[config.mk]
export PLATFORM = sky130hd
export DESIGN_NAME = reg_wb_arbiter
export DESIGN_NICKNAME = d
export VERILOG_FILES = /design/src/rtl/riscv_pkg.sv /design/src/rtl/wb_scoreboard.sv /design/src/rtl/reg_wb_arbiter.sv
export SDC_FILE = /design/constraint.sdc
export NUM_CORES = 1
export LEC_CHECK = 0
export ABC_AREA = 1
export CORE_ASPECT_RATIO = 0.6
export CORE_UTILIZATION = 41
export CTS_CLUSTER_SIZE = 30
export DETAILED_ROUTE_END_ITERATION = 6
export PLACE_DENSITY = 0.91
export SYNTH_ARGS = -nofsm -noshare
export SYNTH_HDL_FRONTEND = slang
export SYNTH_SLANG_ARGS = --single-unit
[constraint.sdc]
create_clock -name clk -period 2.1 [get_ports clk]
set_input_delay 0.42 -clock clk [delete_from_list [all_inputs] [get_ports clk]]
set_output_delay 0.42 -clock clk [all_outputs]
set_load 0.1 [all_outputs]
[src/rtl/riscv_pkg.sv]
// ============================================================================
// Module : riscv_pkg
// Brief  : Shared core types and widths for the write-back path.
// Rev    : 1.0 - initial release
// ============================================================================
`default_nettype none

package riscv_pkg;

    localparam int XLEN   = 32;
    localparam int REG_AW = 5;
    localparam int NREGS  = 1 << REG_AW;

    typedef enum logic [0:0] {
        LSU_PRI = 1'b0,
        ALU_PRI = 1'b1
    } arb_state_t;

endpackage

`default_nettype wire

[src/rtl/wb_scoreboard.sv]
// ============================================================================
// Module : wb_scoreboard
// Brief  : Pending-write busy bits; issue sets, commit clears, set wins.
// Rev    : 1.0 - initial release
// ============================================================================
`default_nettype none

module wb_scoreboard
    import riscv_pkg::REG_AW;
    import riscv_pkg::NREGS;
(
    input  logic              clk,
    input  logic              rst,
    input  logic              set_valid,
    input  logic [REG_AW-1:0] set_rd,
    input  logic              clr_valid,
    input  logic [REG_AW-1:0] clr_rd,
    output logic [NREGS-1:0]  busy
);

    logic [NREGS-1:0] set_mask;
    logic [NREGS-1:0] clr_mask;
    logic [NREGS-1:0] busy_next;

    always_comb begin
        set_mask = '0;
        clr_mask = '0;
        if (set_valid) set_mask[set_rd] = 1'b1;
        if (clr_valid) clr_mask[clr_rd] = 1'b1;
        // Set applied after clear so a same-cycle reissue keeps the bit.
        busy_next    = (busy & ~clr_mask) | set_mask;
        busy_next[0] = 1'b0;
    end

    always_ff @(posedge clk or posedge rst) begin
        if (rst) busy <= '0;
        else     busy <= busy_next;
    end

endmodule

`default_nettype wire

[src/rtl/reg_wb_arbiter.sv]
// ============================================================================
// Module : reg_wb_arbiter
// Brief  : ALU/LSU write-back arbiter with starvation guard and scoreboard.
// Rev    : 1.0 - initial release
// ============================================================================
`default_nettype none

module reg_wb_arbiter
    import riscv_pkg::REG_AW;
    import riscv_pkg::NREGS;
    import riscv_pkg::arb_state_t;
    import riscv_pkg::LSU_PRI;
    import riscv_pkg::ALU_PRI;
#(
    parameter int XLEN         = riscv_pkg::XLEN,
    parameter int STARVE_LIMIT = 2
) (
    input  logic              clk,
    input  logic              rst,
    input  logic              alu_valid,
    input  logic [REG_AW-1:0] alu_rd,
    input  logic [XLEN-1:0]   alu_data,
    output logic              alu_ready,
    input  logic              lsu_valid,
    input  logic [REG_AW-1:0] lsu_rd,
    input  logic [XLEN-1:0]   lsu_data,
    output logic              lsu_ready,
    input  logic              issue_valid,
    input  logic [REG_AW-1:0] issue_rd,
    output logic [NREGS-1:0]  busy,
    output logic              reg_write,
    output logic [REG_AW-1:0] rd,
    output logic [XLEN-1:0]   write_data
);

    arb_state_t        state, state_next;
    logic [1:0]        starve, starve_next;
    logic              accept;
    logic [REG_AW-1:0] sel_rd;
    logic [XLEN-1:0]   sel_data;

    always_comb begin
        state_next = state;
        alu_ready  = 1'b0;
        lsu_ready  = 1'b0;
        if (!rst) begin
            alu_ready = alu_valid && (!lsu_valid || state == ALU_PRI);
            lsu_ready = lsu_valid && (!alu_valid || state == LSU_PRI);
        end

        starve_next = 2'd0;
        if (alu_valid && !alu_ready)
            starve_next = (starve == 2'd3) ? starve : starve + 2'd1;

        if (state == ALU_PRI) begin
            if (alu_ready) state_next = LSU_PRI;
        end else if (int'(starve_next) >= STARVE_LIMIT) begin
            state_next = ALU_PRI;
        end

        accept   = alu_ready || lsu_ready;
        sel_rd   = alu_ready ? alu_rd   : lsu_rd;
        sel_data = alu_ready ? alu_data : lsu_data;
    end

    always_ff @(posedge clk or posedge rst) begin
        if (rst) begin
            state      <= LSU_PRI;
            starve     <= 2'd0;
            reg_write  <= 1'b0;
            rd         <= '0;
            write_data <= '0;
        end else begin
            state     <= state_next;
            starve    <= starve_next;
            // x0 writes are acknowledged but never committed.
            reg_write <= accept && (sel_rd != '0);
            if (accept) begin
                rd         <= sel_rd;
                write_data <= sel_data;
            end
        end
    end

    wb_scoreboard u_scoreboard (
        .clk       (clk),
        .rst       (rst),
        .set_valid (issue_valid),
        .set_rd    (issue_rd),
        .clr_valid (reg_write),
        .clr_rd    (rd),
        .busy      (busy)
    );

endmodule

`default_nettype wire

* Word level (Yosys, flattened, before mapping) *
Cells that the tools add are included.

word-level totals
  logic and storage cells = 45
  input port bits = 84
  flip-flop bits (word level) = 72

operators by class
  bitwise gates (word level) = 4
  muxes and demuxes = 15
  reductions and logical operators = 13
  magnitude comparators = 5
  add/sub/neg operators = 1
  equality and inequality tests = 1

operators by type and width
  kind                   number
  $mux W32               3
  $and A32 B32 Y32       1
  $not A32 Y32           1
  $or A32 B32 Y32        1
  $lt A5 B6 Y1 const B   2
  $demux W1 S5           2
  $ge A5 B1 Y1 const B   2
  $mux W1                7
  $logic_and A1 B1 Y1    6
  $mux W5                1
  $reduce_bool A5 Y1     1
  $mux W2                2
  $logic_not A1 Y1       3
  $logic_or A1 B1 Y1     3
  $add A2 B1 Y2 const B  1
  $eq A2 B2 Y1 const B   1
  $ge A2 B2 Y1 const B   1
  $not A1 Y1             1

* Depth between registers and ports, before layout *
Gate-level depths: netlist of the first run.

  depth in word-level cells = 10
  gate-level depth with buffers = 9
  depth with buffers taken out = 8

* Hierarchy *
Synthesis of the first run repeated with hierarchy kept, for this count alone.

second synthesis, totals
  cell total of the unflattened synthesis = 436
  area, all modules = 3455.8 um2

by module, submodules not included
  module          cells an instance  instances  sequential area each (um2)  area an instance (um2)
  reg_wb_arbiter  236                1          1026.0                      1939.4
  wb_scoreboard   200                1          775.7                       1516.5

* Least setup slack after synthesis of the first run *
No wires, ideal clock.

  path type = in2out
  start point = input rst
  end point = output lsu_ready
  path slack = -1239 ps
  arrival time = 2919 ps
  cell stages on the path = 3
  required time = 1680 ps
  buffers on the path = 0
  cell sequence = inv_2 nand2_1 a21oi_1

on the way
  longest elaborated chain between the ends = 1

ends and longest elaborated chain
  element      RTL line              source
  from (decl)  reg_wb_arbiter.sv:19  input logic rst,
  $mux W1      reg_wb_arbiter.sv:46  if (!rst) begin
  to (decl)    reg_wb_arbiter.sv:27  output logic lsu_ready,

No other way between the ends.

* Worst setup path after layout of the first run *
  start point = input rst
  end point = output alu_ready

on the way
  longest elaborated chain between the ends = 1

ends and longest elaborated chain
  element    RTL line              source
  $mux W1    reg_wb_arbiter.sv:46
  to (decl)  reg_wb_arbiter.sv:23  output logic alu_ready,

No other way between the ends.

==> results.cfg, run 1 <==
[clock_tree]
cts_hold_buffers = 0
post_cts_buffers = 0
cts_tree = done
cts.repair.resized = 0
cts_max_path_buffers = 2
cts_sinks = 72
h-tree-depth = 3
clk-insertion-delay-late_ns = 0.32
cts_made_buffers = 9
path_clk_slew_ns = 0.05
root_buffer = clkbuf_16

[run_status]
status = finished, final reports clean

[synth]
avgSynthCellArea_um2 = 8.752
synth_area_mm2 = 0.003194
ys_seq_elements = 72
netlist-cell-type-count = 19
synth_fp_nets = 449
syn_inst = 365
ys_seq_area_share_pct = 56.40
yosys_warnings = 0

[worst_setup_path]
start_kind = primary input
rr_endpoint = write_data[31]
cp.arrival_ns = 1.52
ff2ff_setup_slack_ns = 0.61
reg2reg_depth = 7
critPathKind = in2out
r2r_start = state
worstPathRequired_ns = 1.68
crit_path_end_kind = output pin
cp_max_fo = 6

[floorplanning]
die_area_mm2 = 0.008159
fp.dieH_um = 70.37
die_width_um = 116.0
initial_core_util_pct = 43.24
io_pins = 156
core_mm2 = 0.007387
placementRows = 24

[detailed_routing]
drt-initial-drc-count = 392
vias = 3247
first_pass_iters = 5
drc = 0
vias_per_cell = 5.154
wl_per_cell_um = 15.40
ant_nets = 0
wirelength_um = 9700

[global_route]
grt_pass1_vias = 3056
grt_antenna_before_repair = 0
grt_pass1_wl_um = 15290
gr-total-overflow = 0
grt_max_degree = 73
grt_usage_pct = 24.59

[sta]
final_hold_viol_count = 0
slew-limit-headroom_pct = 38.94
finClkSkew_ns = 0.004050
fin_setup_tns_ns = 0
rsz0062_at_grt = no
period_needed_ns = 1.941
hold_ws_ns = 0.4409
maxSlewViolCount = 0
fin_crit_sh_pct = 92.41
worstMarginPinSlew_ns = 0.9160
fmaxAchievable_mhz = 515.3
setup-violations-final = 0
setup_slack_ns = 0.1594

[placed_design]
place_hpwl_um = 7160
dp.cells = 614
place_congestion = 0.8834
dp_worst_setup_slack_ns = 0.09397
io_buffer_count = 154

[finish]
diodes = 0
syn2layout_area_growth_pct = 55.78
layout.nets = 605
final_cells = 630
drive_gt1_share_pct = 19.58
final_cell_mix = 83 x clkdlybuf4s50_1, 81 x nand2_1, 75 x buf_4
final_common_cell = clkdlybuf4s50_1

[pwr]
clkPwrFrac_pct = 19.1
p_switching_mw = 4.266
total_power_mw = 7.846
p_per_area_mw_per_mm2 = 1577
vdd_drop_max_uv = 1224
power.share.switching_pct = 54.37
pwr-share-seq_pct = 25.9
comb_power_share_pct = 55.0
p_leak_nw = 2.181
p_int_mw = 3.580

[min_path]
worstHoldEndpoint = starve[0]
hp-start = starve[0]
holdPathStages = 1
worstHoldPathType = reg2reg

[run]
maxCapViolCount = 0
worst max-delay path, stage by stage:
cell	delay, ns
clkdlybuf4s50_1	0.53
nor2_4	0.17
nand2_2	0.08
inv_2	0.13
buf_12	0.19
synthesized netlist by cell type:
cell / count / area (um^2)
conb_1: 1 / 3.750
inv_1: 20 / 75.07
buf_6: 6 / 67.56
nand3_1: 27 / 135.1
clkbuf_1: 1 / 3.750
o21ai_0: 67 / 335.3
buf_4: 4 / 30.03
o22ai_1: 1 / 6.260
o21ai_2: 2 / 17.52
inv_2: 4 / 15.01
nor2_4: 1 / 11.26
nand2_1: 82 / 307.8
dfrtp_1: 72 / 1802
nand3b_1: 1 / 7.510
nor2_1: 36 / 135.1
buf_2: 5 / 25.02
a31oi_1: 32 / 200.2
a21oi_1: 2 / 10.01
nand2_2: 1 / 6.260
state kept, by name (all words and copies together), names as in the netlist:
signal / count
starve: 2
rd: 5
u_scoreboard.busy: 31
state: 1
write_data: 32
reg_write: 1
power by group through the flow:
stage | Combinational, mW | Sequential, mW | Clock [mW]
floorplan | 0.505 | 4.81 | 0
global placement | 4.26 | 2.03 | 0
detailed placement | 4.32 | 2.04 | 0
global route | 4.45 | 2.07 | 1.61
finish | 4.32 | 2.03 | 1.50
CTS | 4.32 | 2.03 | 1.53
logic make-up after synthesis:
family	synth area share (%)
and+or+nand+nor	18.88
AOI/OAI and AO/OA	17.82
DFF	56.40
other	0.1174
buffers and inverters	6.776
cell type report:
class | count | area (um^2)
Fill cell | 599 | 2411
Sequential cell | 72 | 1802
Timing Repair Buffer | 161 | 1454
Multi-Input combinational cell | 253 | 1190
Clock buffer | 15 | 297.8
Tap cell | 104 | 130.1
Inverter | 24 | 95.09
Clock inverter | 1 | 7.507
stage by stage:
stage | utilization, % | instance area (um^2)
floorplan | - | 3211
global placement | 63.23 | 4671
detailed placement | 63.23 | 4671
CTS | 67.36 | 4976
global route | 67.36 | 4976
finish | 67.36 | 4976
routing by layer:
metal | part of all wire, % | global-route usage (%) | vias up
met5 | 0 | 0 | -
met3 | 8.5 | 7.205 | 21
met1 | 43 | 32.77 | 1508
met2 | 46 | 37.43 | 173
met4 | 2.1 | 10.11 | 0
li1 | - | - | 1545
how the worst max path moves through the flow:
stage | startpoint | endpoint | slack, ns | cells past startpoint
final | rst | alu_ready | 0.16 | 5
after CTS | rst | alu_ready | 0.16 | 5
after global placement | rst | write_data[23] | 0.18 | 7
after global routing | rst | alu_ready | 0.12 | 5
after floorplan | rst | lsu_ready | 0.12 | 3
after detailed placement | rst | write_data[31] | 0.09 | 7
Power figures use the tool's default switching activity.
==> run 2, diff against run 1 <==
--- a/config.mk
+++ b/config.mk
@@ -6,11 +6,12 @@
 export NUM_CORES = 1
 export LEC_CHECK = 0
 export ABC_AREA = 1
+export ABC_CLOCK_PERIOD_IN_PS = 2100
 export CORE_ASPECT_RATIO = 0.6
-export CORE_UTILIZATION = 41
+export CORE_UTILIZATION = 25
 export CTS_CLUSTER_SIZE = 30
 export DETAILED_ROUTE_END_ITERATION = 6
-export PLACE_DENSITY = 0.91
+export PLACE_DENSITY = 0.64
 export SYNTH_ARGS = -nofsm -noshare
 export SYNTH_HDL_FRONTEND = slang
 export SYNTH_SLANG_ARGS = --single-unit
==> results.cfg, run 2 (synthesized netlist as in run 1, its figures left out) <==
[run_status]
status = finished, final reports clean

[finish]
multi_input_area_mm2 = 0.001190
final_cell_mix = 83 x clkdlybuf4s50_1, 81 x nand2_1, 74 x buf_4
drive_gt1_share_pct = 19.62
syn2layout_area_growth_pct = 57.42
largest_reg_flops = 32
diodes = 0
register_area_mm2 = 0.001802
regMostFlops = write_data
final_common_cell = clkdlybuf4s50_1
layout.nets = 604
biggestRegsByFlops = write_data: 32 flops, u_scoreboard.busy: 31 flops, rd: 5 flops
fillerInstances = 1228

[worst_setup_path]
cp.arrival_ns = 1.54
critPathMaxStageDelay_ns = 0.52
slowest_stage = clkdlybuf4s50_1
crit_path_end_kind = output pin
start_kind = primary input
worstPathRequired_ns = 1.68
cp_max_fo = 6
path_delay_family = buffers and inverters
critPathKind = in2out
cp.buffers_inverters = 3
crit_chain = clkdlybuf4s50_1, nor2_4, nand2_2, inv_2, buf_12

[floorplanning]
die_width_um = 147.9
placementRows = 31
fp.dieH_um = 89.56
io_pins = 156
core_mm2 = 0.01226
die_area_mm2 = 0.01325
initial_core_util_pct = 26.06

[run]
maxCapViolCount = 0

[sta]
period_needed_ns = 1.965
fmaxAchievable_mhz = 509.0
fin_crit_sh_pct = 93.55
rsz0062_at_grt = no
worstMarginPinSlew_ns = 0.9387
fin_setup_tns_ns = 0
setup-violations-final = 0
slew-limit-headroom_pct = 37.42
maxSlewViolCount = 0
finClkSkew_ns = 0.007498
final_hold_viol_count = 0

[pwr]
vdd_drop_max_uv = 1069
p_per_area_mw_per_mm2 = 1556
p_leak_nw = 2.164
total_power_mw = 7.825

[clock_tree]
root_buffer = clkbuf_16
cts_sinks = 72
cts_tree = done
cts_made_buffers = 9
path_clk_slew_ns = 0.06
cts.repair.resized = 0
clk-insertion-delay-late_ns = 0.34
h-tree-depth = 3
post_cts_buffers = 0
cts_hold_buffers = 0
cts_max_path_buffers = 2

[placed_design]
place_congestion = 0.8755
io_buffer_count = 154
place_hpwl_um = 7613

[detailed_routing]
drt-initial-drc-count = 214
ant_nets = 0
vias = 3215
drc = 0
wirelength_um = 10430
wl_per_cell_um = 15.11
vias_per_cell = 4.659
first_pass_iters = 5

[min_path]
worstHoldPathType = reg2reg

[global_route]
grt_pass1_vias = 2973
grt_antenna_before_repair = 0
grt_max_degree = 73
gr-total-overflow = 0
grt_usage_pct = 15.63
grt_pass1_wl_um = 15770
==> run 2: cell types whose count changed in the layout (fill, tap and decap cells not counted) <==
cell / before / now
buf_4: 75 / 74
clkbuf_1: 1 / 0
clkbuf_8: 5 / 1
clkinv_4: 0 / 1
clkinvlp_4: 1 / 2
inv_6: 1 / 4
==> run 2: area by class of cell <==
class | instances | share of cell area, %
Sequential cell | 72 | 35.83
Inverter | 24 | 1.891
Tap cell | 165 | 4.106
Clock buffer | 10 | 4.752
Multi-Input combinational cell | 253 | 23.66
Timing Repair Buffer | 160 | 28.76
Clock inverter | 6 | 0.9953
==> run 2: metal layers <==
| metal | track usage, % | vias to the layer above | wire [um] |
|---|---|---|---|
| met5 | 0 | - | 0 |
| met4 | 5.342 | 0 | 127 |
| met3 | 4.235 | 9 | 741 |
| met2 | 23.11 | 123 | 4510 |
| met1 | 22.01 | 1539 | 5049 |
| li1 | - | 1544 | - |
==> run 2: power breakdown <==
part,total [mW],internal (mW),switching (mW)
logic,4.32,0.837,3.48
registers,2.03,1.78,0.254
clock network,1.47,0.846,0.628
==> run 2: final timing paths <==
| check | from | end | slack (ns) | depth (start not counted) |
|---|---|---|---|---|
| worst max-delay path | rst | alu_ready | 0.14 | 5 |
| worst min-delay path | starve[0] | starve[0] | 0.44 | 1 |
| worst max register to register | state | write_data[19] | 0.62 | 6 |
| worst min register to register | starve[0] | starve[0] | 0.44 | 1 |
| max in group asynchronous | rst | write_data[27] | 0.63 | 3 |
| min in group asynchronous | rst | starve[0] | 0.84 | 3 |
==> run 2: per-stage QoR <==
step	util (%)	setup WS (ns)	cells	instance area, um^2	hold WS, ns
6_report	41.03	0.1354	690	5029	0.4422
5_1_grt	41.03	0.06851	690	5029	0.4623
4_1_cts	41.03	0.1277	690	5029	0.4467
3_5_place_dp	38.67	0.03715	674	4740	0.4369
3_3_place_gp	38.67	0.05797	674	4740	0.4315
2_1_floorplan	-	0.1197	365	3211	0.3498
